### src/rtl/phy_bmc_tx_if.sv
// Symbol stream from the PHY TX encoder into the BMC transmitter.
// The master drives symbols and the slave (the transmitter) pulses ready when it consumes one.
interface phy_bmc_tx_if;
    logic [4:0] phy_tx_sym_data;
    logic       phy_tx_sym_valid;
    logic       phy_tx_sym_last;
    logic       phy_tx_sym_ready;

    modport master (
        output phy_tx_sym_data,
        output phy_tx_sym_valid,
        output phy_tx_sym_last,
        input  phy_tx_sym_ready
    );

    modport slave (
        input  phy_tx_sym_data,
        input  phy_tx_sym_valid,
        input  phy_tx_sym_last,
        output phy_tx_sym_ready
    );
endinterface

### src/rtl/phy_bmc_tx.sv
// BMC transmitter for the PD CC line: preamble, LSB-first symbol serialization, trailing edge and hold-low.
// Optional macro PHY_TX_IDLE_GATE_EN adds phy_tx_line_idle and a WAIT_IDLE state ahead of the preamble.
module phy_bmc_tx #(
    parameter int HALF_BIT_CYCLES   = 8,
    parameter int PREAMBLE_BITS     = 64,
    parameter int HOLD_LOW_HALFBITS = 2,
    parameter int IDLE_WAIT_MAX     = 64
) (
    input  logic              clk,
    input  logic              rst_n,
    phy_bmc_tx_if.slave       sym,
    input  logic              phy_tx_en,
`ifdef PHY_TX_IDLE_GATE_EN
    input  logic              phy_tx_line_idle,
`endif
    output logic              phy_tx_cc_signal,
    output logic              phy_tx_cc_oe,
    output logic              phy_tx_busy,
    output logic              phy_tx_done,
    output logic              phy_tx_result
);

    localparam logic [2:0] ST_IDLE      = 3'd0;
    localparam logic [2:0] ST_PREAMBLE  = 3'd1;
    localparam logic [2:0] ST_DATA      = 3'd2;
    localparam logic [2:0] ST_TRAIL     = 3'd3;
    localparam logic [2:0] ST_HOLD      = 3'd4;
`ifdef PHY_TX_IDLE_GATE_EN
    localparam logic [2:0] ST_WAIT_IDLE = 3'd5;
`endif

    // One half-bit counter serves preamble, symbol, hold and idle-wait phases, so size it for the longest.
    localparam int HB_SPAN = (2 * PREAMBLE_BITS > IDLE_WAIT_MAX) ? 2 * PREAMBLE_BITS : IDLE_WAIT_MAX;
    localparam int HB_W    = $clog2(HB_SPAN + HOLD_LOW_HALFBITS + 16);

    localparam logic [7:0]      HALF_LAST = 8'(HALF_BIT_CYCLES - 1);
    localparam logic [HB_W-1:0] PRE_LAST  = HB_W'(2 * PREAMBLE_BITS - 1);
    localparam logic [HB_W-1:0] SYM_LAST  = HB_W'(9);
    localparam logic [HB_W-1:0] HOLD_LAST = HB_W'(HOLD_LOW_HALFBITS - 1);
`ifdef PHY_TX_IDLE_GATE_EN
    localparam logic [HB_W-1:0] WAIT_LAST = HB_W'(IDLE_WAIT_MAX - 1);
`endif

    logic [2:0]      state;
    logic [7:0]      half_cnt;
    logic [HB_W-1:0] hb_cnt;
    logic [4:0]      sym_reg;
    logic            last_reg;

    logic tick;
    logic pre_end;
    logic sym_end;
    logic fetch;
    logic sym_bit;
    logic mid_toggle;

    assign tick    = (state != ST_IDLE) && (half_cnt == HALF_LAST);
    assign pre_end = (state == ST_PREAMBLE) && (hb_cnt == PRE_LAST);
    assign sym_end = (state == ST_DATA) && (hb_cnt == SYM_LAST);
    assign fetch   = tick && (pre_end || (sym_end && !last_reg));
    assign sym_bit = sym_reg[hb_cnt[3:1]];

    // Odd half-bit counts end a bit (always toggle); even ones toggle mid-bit only for a 1.
    assign mid_toggle = hb_cnt[0] || ((state == ST_PREAMBLE) ? hb_cnt[1] : sym_bit);

    assign sym.phy_tx_sym_ready = fetch && sym.phy_tx_sym_valid;
    assign phy_tx_busy          = (state != ST_IDLE);

    always_ff @(posedge clk or negedge rst_n) begin
        if (!rst_n) begin
            state            <= ST_IDLE;
            half_cnt         <= '0;
            hb_cnt           <= '0;
            sym_reg          <= '0;
            last_reg         <= 1'b0;
            phy_tx_cc_signal <= 1'b0;
            phy_tx_cc_oe     <= 1'b0;
            phy_tx_done      <= 1'b0;
            phy_tx_result    <= 1'b0;
        end else begin
            phy_tx_done <= 1'b0;
            if (state != ST_IDLE) begin
                half_cnt <= tick ? '0 : half_cnt + 8'd1;
            end

            case (state)
                ST_IDLE: begin
                    if (phy_tx_en) begin
                        phy_tx_result <= 1'b0;
                        half_cnt      <= '0;
                        hb_cnt        <= '0;
`ifdef PHY_TX_IDLE_GATE_EN
                        state         <= ST_WAIT_IDLE;
`else
                        state            <= ST_PREAMBLE;
                        phy_tx_cc_oe     <= 1'b1;
                        phy_tx_cc_signal <= 1'b1;
`endif
                    end
                end

`ifdef PHY_TX_IDLE_GATE_EN
                ST_WAIT_IDLE: begin
                    if (phy_tx_line_idle) begin
                        state            <= ST_PREAMBLE;
                        half_cnt         <= '0;
                        hb_cnt           <= '0;
                        phy_tx_cc_oe     <= 1'b1;
                        phy_tx_cc_signal <= 1'b1;
                    end else if (tick) begin
                        if (hb_cnt == WAIT_LAST) begin
                            state         <= ST_IDLE;
                            hb_cnt        <= '0;
                            phy_tx_done   <= 1'b1;
                            phy_tx_result <= 1'b0;
                        end else begin
                            hb_cnt <= hb_cnt + HB_W'(1);
                        end
                    end
                end
`endif

                ST_PREAMBLE, ST_DATA: begin
                    if (tick) begin
                        if (fetch && sym.phy_tx_sym_valid) begin
                            sym_reg          <= sym.phy_tx_sym_data;
                            last_reg         <= sym.phy_tx_sym_last;
                            state            <= ST_DATA;
                            hb_cnt           <= '0;
                            phy_tx_cc_signal <= ~phy_tx_cc_signal;
                        end else if (pre_end || sym_end) begin
                            // Underrun when a fetch found nothing, clean end after a last symbol.
                            phy_tx_result <= !fetch;
                            hb_cnt        <= '0;
                            if (phy_tx_cc_signal) begin
                                state            <= ST_TRAIL;
                                phy_tx_cc_signal <= 1'b0;
                            end else begin
                                state <= ST_HOLD;
                            end
                        end else begin
                            hb_cnt <= hb_cnt + HB_W'(1);
                            if (mid_toggle) begin
                                phy_tx_cc_signal <= ~phy_tx_cc_signal;
                            end
                        end
                    end
                end

                ST_TRAIL: begin
                    if (tick) begin
                        state  <= ST_HOLD;
                        hb_cnt <= '0;
                    end
                end

                ST_HOLD: begin
                    if (tick) begin
                        if (hb_cnt == HOLD_LAST) begin
                            state        <= ST_IDLE;
                            hb_cnt       <= '0;
                            phy_tx_cc_oe <= 1'b0;
                            phy_tx_done  <= 1'b1;
                        end else begin
                            hb_cnt <= hb_cnt + HB_W'(1);
                        end
                    end
                end

                default: begin
                    state            <= ST_IDLE;
                    phy_tx_cc_oe     <= 1'b0;
                    phy_tx_cc_signal <= 1'b0;
                end
            endcase
        end
    end

endmodule

### src/flat_wrapper.sv
// flat-port wrapper written by rule: the top's interface ports become plain ports
module phy_bmc_tx_flat 
#(
    parameter int HALF_BIT_CYCLES   = 8,
    parameter int PREAMBLE_BITS     = 64,
    parameter int HOLD_LOW_HALFBITS = 2,
    parameter int IDLE_WAIT_MAX     = 64
)
  (clk, rst_n, phy_tx_en, phy_tx_cc_signal, phy_tx_cc_oe, phy_tx_busy, phy_tx_done, phy_tx_result, sym_phy_tx_sym_data, sym_phy_tx_sym_valid, sym_phy_tx_sym_last, sym_phy_tx_sym_ready);
  phy_bmc_tx_if sym_i ();
  input  logic clk;
  input  logic rst_n;
  input  logic phy_tx_en;
  output logic phy_tx_cc_signal;
  output logic phy_tx_cc_oe;
  output logic phy_tx_busy;
  output logic phy_tx_done;
  output logic phy_tx_result;
  input wire logic [$bits(sym_i.phy_tx_sym_data)-1:0] sym_phy_tx_sym_data;
  input wire logic [$bits(sym_i.phy_tx_sym_valid)-1:0] sym_phy_tx_sym_valid;
  input wire logic [$bits(sym_i.phy_tx_sym_last)-1:0] sym_phy_tx_sym_last;
  output wire logic [$bits(sym_i.phy_tx_sym_ready)-1:0] sym_phy_tx_sym_ready;
  assign sym_i.phy_tx_sym_data = sym_phy_tx_sym_data;
  assign sym_i.phy_tx_sym_valid = sym_phy_tx_sym_valid;
  assign sym_i.phy_tx_sym_last = sym_phy_tx_sym_last;
  assign sym_phy_tx_sym_ready = sym_i.phy_tx_sym_ready;
  phy_bmc_tx #(.HALF_BIT_CYCLES(HALF_BIT_CYCLES), .PREAMBLE_BITS(PREAMBLE_BITS), .HOLD_LOW_HALFBITS(HOLD_LOW_HALFBITS), .IDLE_WAIT_MAX(IDLE_WAIT_MAX)) u_core (.clk(clk), .rst_n(rst_n), .sym(sym_i), .phy_tx_en(phy_tx_en), .phy_tx_cc_signal(phy_tx_cc_signal), .phy_tx_cc_oe(phy_tx_cc_oe), .phy_tx_busy(phy_tx_busy), .phy_tx_done(phy_tx_done), .phy_tx_result(phy_tx_result));
endmodule
### config.mk
export PLATFORM = sky130hd
export DESIGN_NAME = phy_bmc_tx_flat
export DESIGN_NICKNAME = d
export VERILOG_FILES = /design/src/rtl/phy_bmc_tx_if.sv /design/src/rtl/phy_bmc_tx.sv /design/src/flat_wrapper.sv
export SDC_FILE = /design/constraint.sdc
export NUM_CORES = 1
export LEC_CHECK = 0
export ABC_AREA = 1
export CORE_MARGIN = 2
export CORE_UTILIZATION = 51
export CTS_BUF_LIST = sky130_fd_sc_hd__clkbuf_8 sky130_fd_sc_hd__clkbuf_16
export CTS_CLUSTER_DIAMETER = 40
export DETAILED_ROUTE_END_ITERATION = 10
export PLACE_DENSITY = 0.82
export SLEW_MARGIN = 10
export SYNTH_ARGS = -nofsm -noshare
export SYNTH_HDL_FRONTEND = slang
export SYNTH_SLANG_ARGS = --single-unit
### constraint.sdc
create_clock -name clk -period 1.47 [get_ports clk]
set_input_delay 0.2205 -clock clk [delete_from_list [all_inputs] [get_ports clk]]
set_output_delay 0.2205 -clock clk [all_outputs]
set_load 0.01 [all_outputs]
==> impl_metrics.ini <==
[timing]
timing.final.crit_share_pct = 129
min_period_ns = 1.90
clock_skew_ns = 0.00542
rsz0062_at_grt = yes
slew_headroom_pct = 74.6
fmax_mhz = 527
hold_viol_final = 0
fin_ws_ns = -0.426
worst_pin_slew_ns = 0.380
finalSetupViolCount = 28
drv_slew = 0

[pwr]
p_seq_share_pct = 20.9
intPower_w = 0.00277
powerDensity_nw_per_um2 = 1870
p_leak_nw = 1.43
vdd_drop_max_mv = 1.32
p_sw_w = 0.00248
combinationalPowerShare_pct = 65.9
clockPowerShare_pct = 13.2
switching_share_pct = 47.2

[drt]
routed_wl_um = 6930
postRouteAntennaNets = 0
drt_iter0_drc = 260
dr.pass1.iters = 6
vias = 2116
drt-vias-per-instance = 5.86
wl_per_cell_um = 19.2
route.detailed.drc = 0

[cts]
cts_root_buf = clkbuf_8
cts.clk_slew.worst_paths_ns = 0.07
cts.sinks = 29
insertion_delay_ns = 0.29
clk_path_buf_depth = 2
htree_levels = 2
numCtsBuffers = 5
tritoncts = built
ctsHoldBuffers = 0

[finish]
insertedDiodeCount = 0
syn2layout_area_growth_pct = 58.0
finish.instance_area_um2 = 2810
layout.nets = 328
final_layout_size_suffix_gt1_share_pct = 45.1
mostFrequentLayoutCells = 53 x buf_4, 52 x nand2_1, 26 x dfrtp_1, 20 x inv_1
layout_commonest_cell = buf_4

[critical_path]
path_cells = buf_6 > ha_4 > nand2_2 > nor2_2 > nand3_2 > nand2_2 > nand3_4 > inv_2 > buf_6
critPathLaunchType = flip-flop
cp_slowest_cell = dfrtp_1
worst_r2r_path_depth = 11
cpLargestDelayFamily = simple AND/OR/NAND/NOR gates
crit_arrival_ns = 1.68
end_kind = output port
cp_max_fo = 3
crit_type = flip-flop to output port
required_ns = 1.25
regToRegEndpoint = u_core.hb_cnt[0]$_DFFE_PN0P_
cp_num_buf_inv = 3
r2r-start = u_core.hb_cnt[1]$_DFFE_PN0P_
max_stage_delay_ns = 0.40
r2r_slack_ns = -0.40

[status]
outcome = finished, violations left
violations = setup timing

[floorplan]
die_width_um = 63.1
coreArea_um2 = 3340
start_util_pct = 53.4
io-pin-count = 16
die_area_um2 = 3980
die_h_um = 63.1
rows = 21

[place]
gp_congestion = 0.880
place_hpwl_um = 3100
pre_cts_ws_ns = -0.481
io_buffers = 15
place_area_um2 = 2320

[synthesis]
synth.distinct_cells = 32
syn-instance-count = 234
synth_seq_cells = 29
ys_warn_count = 0
synth_fp_nets = 247
synthesis.area_um2 = 1780
seq_area_frac_synth_pct = 40.8
syn_area_per_cell_um2 = 7.61

[min_path]
min_path_type = primary input to asynchronous set/reset pin

[global_route]
global_route.usage.total_pct = 30.6
grt_antenna_before_repair = 0
grt_pass1_wl_um = 9440
grt_max_degree = 30
overflow = 0
grt_pass1_vias = 1963

[flow_run]
maxCapViolations = 0
[through the flow]
step / utilization (%) / hold slack [ns] / cells / power (W) / TNS, ns
2_1_floorplan: - / -0.0751 / 234 / 0.00249 / 0
3_3_place_gp: 69.4 / 0.460 / 338 / 0.00334 / -1.65
3_5_place_dp: 69.4 / 0.466 / 338 / 0.00339 / -2.88
4_1_cts: 77.4 / 0.333 / 353 / 0.00446 / -2.57
5_1_grt: 84.3 / 0.338 / 361 / 0.00549 / -7.19
6_report: 84.3 / 0.313 / 361 / 0.00525 / -5.83
[per-layer routing]
| layer | GRT usage (%) | wire (um) | part of all wire (%) |
|---|---|---|---|
| met5 | 0 | 0 | 0 |
| met4 | 13.1 | 462 | 6.7 |
| met3 | 6.43 | 714 | 10 |
| met2 | 51.5 | 3270 | 47 |
| met1 | 38.1 | 2480 | 36 |
[kinds of logic (layout without fill, tap and decap cells)]
family / after synthesis / count (layout) / synth area share, %
simple gates: 133 / 133 / 36.1
buf+inv: 35 / 116 / 8.29
flops: 29 / 29 / 40.8
compound gates: 27 / 27 / 9.28
xor+xnor: 7 / 7 / 3.44
fa+ha+maj: 3 / 3 / 2.11
[synth_stat cells (all sizes together)]
master | count | area, um^2
nand3 | 24 | 148
inv | 31 | 121
or2 | 2 | 12.5
o21a | 1 | 7.51
xnor2 | 2 | 17.5
ha | 3 | 37.5
o211ai | 1 | 7.51
buf | 3 | 17.5
a22o | 1 | 8.76
o21ai | 17 | 104
a21oi | 6 | 30.0
clkinv | 1 | 8.76
dfrtp | 29 | 726
nand2 | 74 | 323
nor3 | 9 | 50.1
xor2 | 5 | 43.8
nor2 | 19 | 78.8
nand4 | 5 | 31.3
a22oi | 1 | 7.51
[cell type report]
class	count	area [um^2]
clock inverters	1	3.75
inverters	32	133
repair buffers	77	663
well taps	46	57.6
fillers	171	524
clock buffers	6	82.6
multi-input cells	170	1140
flip-flops and latches	29	729
[power groups by stage]
stage / registers [W] / clock network [W] / logic, W
3_3_place_gp: 0.00106 / 0 / 0.00227
2_1_floorplan: 0.00109 / 0 / 0.00140
4_1_cts: 0.00107 / 0.000669 / 0.00272
5_1_grt: 0.00110 / 0.000729 / 0.00365
3_5_place_dp: 0.00107 / 0 / 0.00232
6_report: 0.00110 / 0.000695 / 0.00346
[worst max-delay path by stage]
| stage | from | end | slack (ns) | depth (start not counted) |
|---|---|---|---|---|
| floorplan | u_core.hb_cnt[0]$_DFFE_PN0P_ | sym_phy_tx_sym_ready | 0.009 | 7 |
| global placement | u_core.hb_cnt[1]$_DFFE_PN0P_ | sym_phy_tx_sym_ready | -0.38 | 9 |
| detailed placement | u_core.hb_cnt[1]$_DFFE_PN0P_ | sym_phy_tx_sym_ready | -0.48 | 9 |
| CTS | u_core.hb_cnt[1]$_DFFE_PN0P_ | sym_phy_tx_sym_ready | -0.30 | 9 |
| global route | u_core.hb_cnt[1]$_DFFE_PN0P_ | sym_phy_tx_sym_ready | -0.47 | 9 |
| finish | u_core.hb_cnt[1]$_DFFE_PN0P_ | sym_phy_tx_sym_ready | -0.43 | 9 |
[timing repair]
action                     4_1_cts  5_1_grt
gates resized for setup         45       41
gates cloned                     0        0
pin swaps                       10       21
buffers inserted                 8       10
setup endpoints to repair       22       28
No activity file was read; power rests on OpenSTA's default activity.
